$ cat src/rtl/sample_packer.sv
// sample_packer: decimates probe input, packs reduced-channel samples into FIFO words, flags overrun.
// Ports: clk/rst (sync active-high); enable arms capture; divider/mode latched on IDLE->RUN;
// probe sampled on divider ticks; fifo_full gates the write; sample_data/sample_data_avail drive
// the FIFO write port; overflow is sticky; running marks RUN; word_count counts written words.
module sample_packer #(
  parameter int WIDTH = 16,
  parameter int DIV_WIDTH = 24,
  parameter int CNT_WIDTH = 32
) (
  input  logic                 clk,
  input  logic                 rst,
  input  logic                 enable,
  input  logic [DIV_WIDTH-1:0] divider,
  input  logic [1:0]           mode,
  input  logic [WIDTH-1:0]     probe,
  input  logic                 fifo_full,
  output logic [WIDTH-1:0]     sample_data,
  output logic                 sample_data_avail,
  output logic                 overflow,
  output logic                 running,
  output logic [CNT_WIDTH-1:0] word_count
);
  typedef enum logic [1:0] {IDLE, RUN, OVERRUN} state_t;
  state_t state, state_n;
  logic [DIV_WIDTH-1:0] div_l, div_cnt;
  logic [1:0] mode_l;
  logic [2:0] slot;
  logic [WIDTH-1:0] pack, chans, mask, samp, word;
  logic start, tick, last;
  // New samples enter at the top and shift down, so after a full word the earliest sits lowest.
  always_comb begin
    chans = WIDTH'(WIDTH) >> mode_l;
    mask = ~({WIDTH{1'b1}} << chans);
    samp = probe & mask;
    word = (pack >> chans) | (samp << (WIDTH'(WIDTH) - chans));
    start = state == IDLE && enable;
    tick = state == RUN && enable && div_cnt == '0;
    last = {1'b0, slot} == (4'd1 << mode_l) - 4'd1;
    running = state == RUN;
  end
  always_comb begin
    state_n = state;
    if (start) state_n = RUN;
    else if (tick && last && fifo_full) state_n = OVERRUN;
    else if (state != IDLE && !enable) state_n = IDLE;
  end
  always_ff @(posedge clk) begin
    if (rst) state <= IDLE;
    else state <= state_n;
  end
  always_ff @(posedge clk) begin
    if (rst) begin
      sample_data <= '0;
      sample_data_avail <= 1'b0;
      overflow <= 1'b0;
      word_count <= '0;
      div_l <= '0;
      div_cnt <= '0;
      mode_l <= '0;
      slot <= '0;
      pack <= '0;
    end else begin
      sample_data_avail <= 1'b0;
      if (start) begin
        div_l <= divider;
        mode_l <= mode;
        overflow <= 1'b0;
        word_count <= '0;
        slot <= '0;
        pack <= '0;
        div_cnt <= '0;
      end else if (tick) begin
        div_cnt <= div_l;
        slot <= last ? 3'd0 : slot + 3'd1;
        pack <= last ? '0 : word;
        if (last) begin
          sample_data <= word;
          if (fifo_full) overflow <= 1'b1;
          else begin
            sample_data_avail <= 1'b1;
            word_count <= word_count + 1'b1;
          end
        end
      end else if (state == RUN && enable) div_cnt <= div_cnt - 1'b1;
    end
  end
endmodule

$ cat config.mk
export PLATFORM = sky130hd
export DESIGN_NAME = sample_packer
export DESIGN_NICKNAME = d
export VERILOG_FILES = /design/src/rtl/sample_packer.sv
export SDC_FILE = /design/constraint.sdc
export NUM_CORES = 1
export LEC_CHECK = 0
export ABC_AREA = 1
export BUFFER_PORTS_ARGS = -buffer_cell sky130_fd_sc_hd__buf_2
export CAP_MARGIN = 20
export CELL_PAD_IN_SITES_DETAIL_PLACEMENT = 2
export CELL_PAD_IN_SITES_GLOBAL_PLACEMENT = 2
export CORE_UTILIZATION = 33
export CTS_CLUSTER_SIZE = 12
export DETAILED_ROUTE_END_ITERATION = 6
export MAX_ROUTING_LAYER = met4
export PLACE_DENSITY = 0.94
export RECOVER_POWER = 50
export SLEW_MARGIN = 25
export SYNTH_ARGS = -nofsm -noshare
export SYNTH_HDL_FRONTEND = slang
export SYNTH_SLANG_ARGS = --single-unit
$ cat constraint.sdc
create_clock -name clk -period 4.15 [get_ports clk]
set_clock_uncertainty 0.1 [all_clocks]
set_input_delay 0.415 -clock clk [delete_from_list [all_inputs] [get_ports clk]]
set_output_delay 0.415 -clock clk [all_outputs]
set_load 0.03 [all_outputs]
==> run_results.csv <==
group,metric,value,unit
run_status,status,"complete, but fails checks",
run_status,violations,"capacitance limit, slew limit",
timing,tightest_slew,1.639,ns
setup_path,critical_path_arrival,3.76,ns
timing,fin_crit,3.494,ns
finish,layout_common_cells,"nand2_1, nor2_1, dfxtp_1",
pwr,total_power,3.531,mW
synth,synth_area_per_cell,6.315,um^2
place,dp_hpwl,20290,um
timing,fin_tns_setup,0,ns
finish,final_nets,1202,
drt,vias_per_cell,5.759,
place,pre_cts_slack,1.008,ns
grt,grt_pass1_wl,53920,um
finish,drive_gt1_frac,0.08755,
setup_path,crit_type,"reg2reg",
setup_path,cp_num_buf_inv,2,
grt,grt_max_degree,45,
drt,drcViolationCount,0,
finish,final_common_cell,"nand2_1",
setup_path,crit_path_max_incr_delay,0.70,ns
pwr,p_leak,3.124,nW
die,start_util,0.3368,
clocking,clock-root-buffer,"clkbuf_16",
synth,synth.distinct_cells,38,
drt,vias,8264,
clocking,clkSinkCount,119,
drt,drtIter0Drc,465,
clocking,tritoncts,"yes",
clocking,insertion_delay,0.45,ns
timing,setup_viol_count_final,0,
clocking,cts_buffers,17,
finish,fillCellCount,2490,
clocking,clockBufferDepth,2,
drt,detail_route.wirelength,34180,um
synth,synthesis.area,0.006814,mm^2
clocking,clk_pin_slew,0.07,ns
synth,ys_warn_count,0,
grt,grt-ovfl-total,0,
grt,antenna_found_initial,0,
clocking,postCtsSetupBuffers,0,
setup_path,worst_setup_path_start_kind,"register",
place,gp_congestion,0.8914,
die,die-area,0.02123,mm^2
synth,synthFlopType,"dfxtp_1",
synth,synth_cells,1079,
grt,grt_use_total,0.3391,
synth,yosysSeqAreaShare,0.3496,
place,port_buffers,96,
run,drv_cap,1,
timing,max_freq,286.2,MHz
die,dieHeight,145.7,um
finish,antenna_cells,0,
timing,hold_viol,0,
clocking,cts_max_level,4,
synth,syn_nets,1129,
synth,async_flop_share,0,
timing,maxSlewViolCount,45,
drt,wire_per_inst,23.82,um
die,io_pins,97,
clocking,ctsHoldBuffers,0,
finish,final_cells,1435,
min_path,min_path_type,"in2reg",
place,place_inst,1403,
setup_path,cp_top_family,"simple AND/OR/NAND/NOR gates",
synth,synth-edff-count,0,
drt,ant_nets,0,
setup_path,cp_max_fo,20,
setup_path,worstSetupEndpointType,"register",
timing,relSlewSlack,-0.09259,
timing,layout_setup_ws,0.6557,ns
finish,syn_to_final_growth,17.21,%
die,std_cell_rows,52,
setup_path,worstPathRequired,4.41,ns
timing,rsz0062_at_grt,"no",
grt,grt_pass1_vias,9252,
setup_path,critPathSlowestCell,"inv_1",
die,die_w,145.7,um
setup_path,worstPathCellList,"inv_1 -> nand3_4 -> inv_1 -> nand2_1 -> nor2_1 -> nand2_1 -> nor2_4 -> nand3_1 -> a21oi_1",
clocking,cts_resized,0,
timing,fin_crit_sh,0.8420,
pwr,power.density,442.1,mW/mm^2
synth,ys_ff_latch,119,
die,coreArea,0.02023,mm^2
drt,firstDrtPassIters,5,
pwr,ir_drop,258.5,uV
## per-stage QoR
step                cell area [um^2]  utilization  hold slack, ns
finish                          7986       0.3947          0.1138
global route                    7986       0.3947          0.1134
CTS                             8056       0.3982         0.09911
detailed placement              7430       0.3672          0.3498
global placement                7430       0.3672          0.3426
floorplan                       6814            -          0.3291
## routing by layer
| layer | vias to the layer above | wire (um) | track usage |
|---|---|---|---|
| met3 | 146 | 1481 | 0.05956 |
| met4 | 0 | 1689 | 0.1811 |
| li1 | 3669 | - | - |
| met1 | 4135 | 13180 | 0.3552 |
| met2 | 314 | 17840 | 0.6043 |
| met5 | - | 0 | - |
## final cells by class
| type | count | area (um^2) | share of cell area |
|---|---|---|---|
| Timing Repair Buffer | 101 | 462.9 | 0.05797 |
| Clock inverter | 14 | 187.7 | 0.02350 |
| Multi-Input combinational cell | 834 | 3880 | 0.4858 |
| Clock buffer | 18 | 439.2 | 0.05499 |
| Tap cell | 270 | 337.8 | 0.04230 |
| Sequential cell | 119 | 2382 | 0.2983 |
| Inverter | 79 | 296.5 | 0.03713 |
## synth_stat cells, types with 5 or more instances
cell	count	area share
nand2_1	333	0.18
nor2_1	159	0.088
dfxtp_1	119	0.35
a21oi_1	104	0.076
inv_1	75	0.041
nand3_1	70	0.051
o21ai_0	58	0.043
nand4_1	27	0.025
buf_2	25	0.018
nand3b_1	22	0.024
clkbuf_1	13	0.0072
xnor2_1	8	0.010
o2111ai_1	6	0.0077
o211ai_1	5	0.0055
o21ai_1	5	0.0037
xor2_1	5	0.0064
## worst register-to-register path: cells and delay by family (launching register included)
| kind | cells | cell delay (ns) |
|---|---|---|
| simple gates | 6 | 1.92 |
| buf+inv | 2 | 0.85 |
| flops | 1 | 0.35 |
| compound gates | 1 | 0.19 |
## report_power, final
group          switching [mW]  internal [mW]
registers              0.0373           1.18
clock network           0.682          0.980
logic                   0.480          0.169
total                    1.20           2.33
## kinds of logic (layout without fill, tap and decap cells)
kind of cell / Yosys count / after routing / share of synthesized area
buffers and inverters: 126 / 212 / 0.08061
AO/OA/AOI/OAI: 184 / 184 / 0.1434
XOR/XNOR: 13 / 13 / 0.01671
adder cells (fa/ha/maj): 4 / 4 / 0.007345
AND/OR/NAND/NOR: 633 / 633 / 0.4023
flip-flops: 119 / 119 / 0.3496
## final timing paths
kind                     startpoint                    endpoint  slack (ns)  cells past startpoint
max           state[1]$_SDFFE_PP0P_  word_count[0]$_SDFFE_PP0P_        0.66                      9
min                      divider[0]       div_l[0]$_SDFFE_PP0P_        0.11                      3
max reg2reg   state[1]$_SDFFE_PP0P_  word_count[0]$_SDFFE_PP0P_        0.66                      9
min reg2reg  div_l[11]$_SDFFE_PP0P_      div_l[11]$_SDFFE_PP0P_        0.36                      2
## sequential cells by signal (all words and copies together), names as in the netlist
| name | cells |
|---|---|
| word_count | 32 |
| sample_data | 16 |
| div_l | 24 |
| sample_data_avail | 1 |
| pack | 14 |
| div_cnt | 24 |
| slot | 3 |
| mode_l | 2 |
| overflow | 1 |
| state | 2 |
Power figures use the tool's default switching activity.
